$ cat src/rtl/hfrv_trace_pkg.sv
// Shared types and constants for the HF-RISCV retired-instruction trace monitor.
package hfrv_trace_pkg;

  localparam int TRACE_XLEN = 32;

  typedef struct packed {
    logic [TRACE_XLEN-1:0] pc;
    logic [31:0]           inst;
    logic [TRACE_XLEN-1:0] daddr;
    logic                  dwe;
  } trace_entry_t;

  typedef enum logic [1:0] {
    IDLE    = 2'd0,
    CAPTURE = 2'd1,
    FROZEN  = 2'd2
  } trace_state_e;

  localparam logic [6:0] OP_LOAD   = 7'h03;
  localparam logic [6:0] OP_STORE  = 7'h23;
  localparam logic [6:0] OP_OPIMM  = 7'h13;
  localparam logic [6:0] OP_BRANCH = 7'h63;
  localparam logic [6:0] OP_JAL    = 7'h6F;

  // Major opcode class: inst[1:0] is always 2'b11 for 32-bit encodings.
  function automatic logic [4:0] op_class(input logic [31:0] inst);
    return inst[6:2];
  endfunction

endpackage

$ cat src/rtl/hfrv_trace_fifo.sv
// Circular trace storage with FWFT head, entry count and overwrite-oldest on full.
module hfrv_trace_fifo
  import hfrv_trace_pkg::*;
#(
  parameter  int DEPTH = 16,
  localparam int PTR_W = $clog2(DEPTH)
) (
  input  logic         clk,
  input  logic         reset,
  input  logic         clear_i,
  input  logic         push_i,
  input  logic         pop_i,
  input  trace_entry_t wdata_i,
  output trace_entry_t head_o,
  output logic [PTR_W:0] count_o,
  output logic [PTR_W:0] count_next_o,
  output logic         full_o
);

  localparam logic [PTR_W:0] FULL_CNT = (PTR_W+1)'(DEPTH);

  trace_entry_t     mem_q [DEPTH];
  trace_entry_t     mem_d [DEPTH];
  logic [PTR_W-1:0] wr_ptr_q, wr_ptr_d;
  logic [PTR_W-1:0] rd_ptr_q, rd_ptr_d;
  logic [PTR_W:0]   count_q, count_d;
  logic             do_pop;

  assign full_o       = (count_q == FULL_CNT);
  assign head_o       = mem_q[rd_ptr_q];
  assign count_o      = count_q;
  assign count_next_o = count_d;

  // A push into a full buffer advances the read pointer too, either because the
  // head is popped this cycle or because the oldest entry is being overwritten.
  always_comb begin
    mem_d    = mem_q;
    wr_ptr_d = wr_ptr_q;
    rd_ptr_d = rd_ptr_q;
    count_d  = count_q;
    do_pop   = pop_i && (count_q != '0);
    if (clear_i) begin
      wr_ptr_d = '0;
      rd_ptr_d = '0;
      count_d  = '0;
    end else begin
      if (push_i) begin
        mem_d[wr_ptr_q] = wdata_i;
        wr_ptr_d        = wr_ptr_q + 1'b1;
      end
      if (do_pop || (push_i && full_o)) begin
        rd_ptr_d = rd_ptr_q + 1'b1;
      end
      if (push_i && !do_pop && !full_o) begin
        count_d = count_q + 1'b1;
      end else if (do_pop && !push_i) begin
        count_d = count_q - 1'b1;
      end
    end
  end

  always_ff @(posedge clk) begin
    if (reset) begin
      for (int i = 0; i < DEPTH; i++) mem_q[i] <= '0;
      wr_ptr_q <= '0;
      rd_ptr_q <= '0;
      count_q  <= '0;
    end else begin
      mem_q    <= mem_d;
      wr_ptr_q <= wr_ptr_d;
      rd_ptr_q <= rd_ptr_d;
      count_q  <= count_d;
    end
  end

endmodule

$ cat src/rtl/hfrv_trace_monitor.sv
// Retired-instruction trace monitor: capture FSM, opcode filter, class counters
// and drop statistics around a circular trace buffer.
module hfrv_trace_monitor
  import hfrv_trace_pkg::*;
#(
  parameter  int XLEN  = TRACE_XLEN,
  parameter  int DEPTH = 16,
  parameter  int CNT_W = 16,
  localparam int PTR_W = $clog2(DEPTH)
) (
  input  logic             clk,
  input  logic             reset,
  input  logic             snap_valid_i,
  input  logic [XLEN-1:0]  snap_pc_i,
  input  logic [31:0]      snap_inst_i,
  input  logic [XLEN-1:0]  snap_daddr_i,
  input  logic             snap_dwe_i,
  input  logic             arm_i,
  input  logic             stop_i,
  input  logic             mode_wrap_i,
  input  logic             filter_en_i,
  input  logic [6:0]       filter_opcode_i,
  output logic             rd_valid_o,
  input  logic             rd_ready_i,
  output logic [XLEN-1:0]  rd_pc_o,
  output logic [31:0]      rd_inst_o,
  output logic [XLEN-1:0]  rd_daddr_o,
  output logic             rd_dwe_o,
  output logic [PTR_W:0]   count_o,
  output logic             overflow_o,
  output logic [CNT_W-1:0] dropped_o,
  output logic [1:0]       state_o,
  input  logic [4:0]       cnt_sel_i,
  output logic [CNT_W-1:0] cnt_o
);

  localparam logic [PTR_W:0]   FULL_CNT = (PTR_W+1)'(DEPTH);
  localparam logic [CNT_W-1:0] CNT_MAX  = '1;

  trace_state_e     state_q, state_d;
  logic [CNT_W-1:0] cnt_q [32];
  logic [CNT_W-1:0] cnt_d [32];
  logic [CNT_W-1:0] dropped_q, dropped_d;
  logic             overflow_q, overflow_d;

  trace_entry_t   wdata, head;
  logic [PTR_W:0] fifo_count, fifo_count_next;
  logic           fifo_full;
  logic           candidate, accept, pop_eff, lose_full, push, overwrite, drop;
  logic [4:0]     cls;

  assign wdata = '{pc: snap_pc_i, inst: snap_inst_i, daddr: snap_daddr_i, dwe: snap_dwe_i};
  assign cls   = op_class(snap_inst_i);

  hfrv_trace_fifo #(.DEPTH(DEPTH)) u_fifo (
    .clk          (clk),
    .reset        (reset),
    .clear_i      (arm_i),
    .push_i       (push),
    .pop_i        (rd_ready_i),
    .wdata_i      (wdata),
    .head_o       (head),
    .count_o      (fifo_count),
    .count_next_o (fifo_count_next),
    .full_o       (fifo_full)
  );

  // A full buffer in freeze mode can still see an accept if wrap mode was
  // dropped mid-capture; that snapshot is lost instead of overwriting.
  always_comb begin
    candidate = snap_valid_i && !arm_i &&
                (!filter_en_i || (snap_inst_i[6:0] == filter_opcode_i));
    accept    = candidate && (state_q == CAPTURE);
    pop_eff   = rd_ready_i && (fifo_count != '0);
    lose_full = accept && fifo_full && !pop_eff && !mode_wrap_i;
    push      = accept && !lose_full;
    overwrite = push && fifo_full && !pop_eff;
    drop      = lose_full || overwrite || (candidate && (state_q == FROZEN));
  end

  always_comb begin
    state_d = state_q;
    if (arm_i) begin
      state_d = CAPTURE;
    end else if (stop_i) begin
      state_d = IDLE;
    end else if ((state_q == CAPTURE) && !mode_wrap_i &&
                 (lose_full || (push && (fifo_count_next == FULL_CNT)))) begin
      state_d = FROZEN;
    end
  end

  // Class counters ignore the filter but stop counting while IDLE.
  always_comb begin
    cnt_d      = cnt_q;
    dropped_d  = dropped_q;
    overflow_d = overflow_q;
    if (arm_i) begin
      for (int i = 0; i < 32; i++) cnt_d[i] = '0;
      dropped_d  = '0;
      overflow_d = 1'b0;
    end else begin
      if (snap_valid_i && (state_q != IDLE) && (cnt_q[cls] != CNT_MAX)) begin
        cnt_d[cls] = cnt_q[cls] + 1'b1;
      end
      if (drop) begin
        overflow_d = 1'b1;
        if (dropped_q != CNT_MAX) dropped_d = dropped_q + 1'b1;
      end
    end
  end

  always_ff @(posedge clk) begin
    if (reset) begin
      state_q    <= IDLE;
      for (int i = 0; i < 32; i++) cnt_q[i] <= '0;
      dropped_q  <= '0;
      overflow_q <= 1'b0;
    end else begin
      state_q    <= state_d;
      cnt_q      <= cnt_d;
      dropped_q  <= dropped_d;
      overflow_q <= overflow_d;
    end
  end

  assign rd_valid_o = (fifo_count != '0);
  assign rd_pc_o    = head.pc;
  assign rd_inst_o  = head.inst;
  assign rd_daddr_o = head.daddr;
  assign rd_dwe_o   = head.dwe;
  assign count_o    = fifo_count;
  assign overflow_o = overflow_q;
  assign dropped_o  = dropped_q;
  assign state_o    = state_q;
  assign cnt_o      = cnt_q[cnt_sel_i];

endmodule

$ cat config.mk
export PLATFORM = sky130hd
export DESIGN_NAME = hfrv_trace_monitor
export DESIGN_NICKNAME = d
export VERILOG_FILES = /design/src/rtl/hfrv_trace_pkg.sv /design/src/rtl/hfrv_trace_fifo.sv /design/src/rtl/hfrv_trace_monitor.sv
export SDC_FILE = /design/constraint.sdc
export NUM_CORES = 2
export LEC_CHECK = 0
export ABC_AREA = 1
export CORE_ASPECT_RATIO = 0.75
export CORE_MARGIN = 1.5
export CORE_UTILIZATION = 40
export CTS_CLUSTER_SIZE = 12
export DETAILED_ROUTE_END_ITERATION = 6
export PLACE_DENSITY_LB_ADDON = 0.08
export SETUP_SLACK_MARGIN = 0.1
export SLEW_MARGIN = 15
export SYNTH_ARGS = -nofsm -noshare
export SYNTH_HDL_FRONTEND = slang
export SYNTH_SLANG_ARGS = --single-unit
$ cat constraint.sdc
create_clock -name clk -period 5.05 [get_ports clk]
set_input_delay 1.515 -clock clk [delete_from_list [all_inputs] [get_ports clk]]
set_output_delay 1.515 -clock clk [all_outputs]
set_load 0.02 [all_outputs]
==> out/results.ini <==
[sta]
worst_clock_skew_ns = 0.04773
setup_viol = 0
min_period_ns = 4.987
hold_viol = 0
rsz0062_at_grt = yes
setup_tns_ns = 0
holdWs_ns = 0.4603
slew_headroom = 0.005780
tightestPinTransition_ns = 1.491
fmax_mhz = 200.5
finalCritPeriodShare = 0.9876
finalMaxSlewViolations = 0

[logic_synthesis]
synthArstFlopShare = 0
synth_top_family_by_area = compound AO/OA/AOI/OAI gates
synth_compound_area_frac = 0.2644
yosys.area_share.simple = 0.2083
avgSynthCellArea_um2 = 7.383
ys_seq_area_frac = 0.4459
synth.top_cell.area_share = 0.4459
synth_area_leaders = dfxtp_1, a211oi_1, nor2_1
synth_area_leader_cell = dfxtp_1
synth-edff-count = 0
synth_adder_area_share = 0.001330
ys_types = 44
muxShareOfSynthArea = 0
yosysWarnings = 0
yosys_most_used_dff = dfxtp_1
synth_xor_area_frac = 0.001915
ys_ff_latch = 2096
syn-cell-area_um2 = 94110
syn_inst = 12750
synthesis.nets = 12870

[clocking]
hold_buffers = 0
cts_tree = done
clk_latency_ns = 0.91
cts-root-buf = clkbuf_16
clk_pin_slew_worst_paths_ns = 0.06
htree_levels = 4
clockBufferDepth = 4
numCtsBuffers = 223
clock-sinks = 2096

[power_and_ir_drop]
power.share.sequential = 0.479
power_density_nw_per_um2 = 304.9
comb_power_share = 0.061
p_int_mw = 26.15
p_leak_nw = 40.83
total_power_mw = 34.59
vdd_drop_max_uv = 251.0
clockPowerShare = 0.461
p_sw_frac = 0.2441
power_switching_mw = 8.445

[worst_setup_path]
crit_path_frequent_cell = buf_12
cp_max_fo = 7
critical_path.cell_chain = buf_16 -> clkinv_16 -> buf_12 -> buf_12 -> buf_12 -> buf_12 -> o21ai_4 -> a21oi_2 -> o21ai_2 -> buf_4 -> nand3_2 -> a32oi_2 -> buf_4 -> buf_12
path_buf_inv = 9
worstPathArrival_ns = 3.47
cp-end-kind = output pin
rrSetupSlack_ns = 1.50
cp_data_required_time_ns = 3.54
slowest_delay_ns = 0.29
crit_slowest_cell = a32oi_2
crit_type = primary input to output pin
crit_family = buffers and inverters
worstSetupStartpointType = primary input

[place]
dp.cells = 15620
portBuffers = 254
hpwl_um = 239700
gp_congestion = 0.9713

[detailed_routing]
routed_wl_um = 379000
wl_per_cell_um = 23.62
ant_nets = 0
drtIter0Drc = 9665
vias = 92450
firstDrtPassIters = 6
viasPerCell = 5.761
drc_errors = 0

[layout]
fin_util = 0.4874
fillCellCount = 22910
nets = 12920
fin_cells = 16050
layout-drive-gt1-share = 0.1077
layout_common_cells = nor2_1, dfxtp_1, nand2_1
final_common_cell = nor2_1
area_growth_pct = 20.55

[grt]
overflow = 0
antenna_found_initial = 13
grt_pass1_vias = 84720
grt_pass1_wl_um = 558100
grtUsageTotal = 0.3051
grt_max_degree = 208

[floorplan]
core.rowCount = 153
initial_utilization = 0.4043
core_area_um2 = 232800
die_x_um = 563.1
die_height_um = 423.1
dieArea_um2 = 238200
io_pins = 255

[run]
drv_cap = 0

[run_status]
outcome = finished clean

[min_path]
worstHoldPathType = flop to flop

[cells by family after synthesis]
kind of cell / after synthesis
buffers and inverters: 1772
adders and majority gates: 10
DFF: 2096
xor gates and xnor gates: 18
and+or+nand+nor: 4910
AOI/OAI and AO/OA: 3940
[path summary, 6_finish.rpt]
kind                      from         end  cells after the start
setup reg to reg    cnt_q[424]  cnt_q[381]                     19
setup / recovery  cnt_sel_i[0]    cnt_o[9]                     14
hold reg to reg     cnt_q[208]  cnt_q[208]                      2
hold / removal      cnt_q[208]  cnt_q[208]                      2
[power by group through the flow]
stage | Sequential, mW | Clock (mW) | Combinational, mW
4_1_cts | 16.6 | 16.2 | 2.03
6_report | 16.6 | 15.9 | 2.10
3_5_place_dp | 16.9 | 0 | 1.95
5_1_grt | 16.5 | 16.9 | 2.20
3_3_place_gp | 16.9 | 0 | 1.94
2_1_floorplan | 16.9 | 0 | 0.990
[registers in the layout, summed over array words and instances (netlist names)]
signal and flops:
u_fifo.mem_q 1552, cnt_q 512, dropped_o 16, u_fifo.count_o 5, u_fifo.rd_ptr_q 4, u_fifo.wr_ptr_q 4, state_o 2, overflow_o 1
[per-layer routing]
metal / vias to the layer above / share of wire / track usage
met5: - / 0.00011 / 0
met2: 3560 / 0.41 / 0.4357
li1: 44380 / - / -
met4: 6 / 0.027 / 0.07905
met1: 44010 / 0.48 / 0.4645
met3: 502 / 0.084 / 0.05482
[worst reg2reg max path, stage by stage (launching register included)]
cell	delay [ns]
dfxtp_1	0.32
inv_1	0.07
o21ai_0	0.08
buf_4	0.13
o21ai_0	0.81
nand2_1	0.14
nor2_1	0.19
nand2_1	0.21
nand2_1	0.19
nor2_2	0.06
nand3_1	0.09
nor2_2	0.07
nor2_4	0.10
buf_12	0.18
buf_4	0.21
nand2_2	0.07
buf_4	0.23
nand2_1	0.10
nand2_1	0.06
nor2_1	0.16
[stage by stage]
step	setup slack, ns	cell area, µm²
2_1_floorplan	0.3280	94110
6_report	0.06259	113400
3_3_place_gp	-0.5429	105100
5_1_grt	0.02567	113400
3_5_place_dp	-0.5653	105100
4_1_cts	0.04981	113000
[Yosys cell counts (2+ instances only)]
cell type  count
clkbuf_2       3
xor2_1         6
a32o_1         6
nor2_1      2435
a221oi_1     111
xnor2_1        9
a31oi_1       19
nand3_1      566
nand4_1       99
o221ai_1      91
nor4_1         2
nand2_2       26
inv_2         16
dfxtp_1     2096
a211oi_1    1552
o21ai_1       78
inv_1        428
nor2_2         4
nand2_1     1744
a22oi_1       35
nor3_2         6
a22o_1         9
clkbuf_1     909
nor3b_1        3
buf_4         64
nor3_1        17
nor3b_2        2
o21ai_0      988
a32oi_1       14
buf_2        200
buf_1        118
clkinv_1       5
o211ai_1      13
o22ai_1      201
nor2_4         3
xnor2_2        3
a21oi_1      821
buf_6         29
ha_1          10
[area by class of cell]
class                   count  area, µm²  share of cell area
clock buffers             335       6482             0.05714
flip-flops and latches   2096      41980              0.3700
repair inverters            3      26.28           0.0002316
repair buffers           1144      13540              0.1193
inverters                 449       1807             0.01593
multi-input cells        8878      45400              0.4002
well taps                3100       3879             0.03419
clock inverters            38      330.3            0.002912
diodes                      4      10.01          0.00008823
[timing repair]
action,4_1_cts,5_1_grt
gates resized for setup,209,105
endpoints found under the hold margin,0,0
pin swaps,20,21
setup endpoints to repair,106,61
buffers inserted,29,2
cloned,16,6
Power figures use the tool's default switching activity.
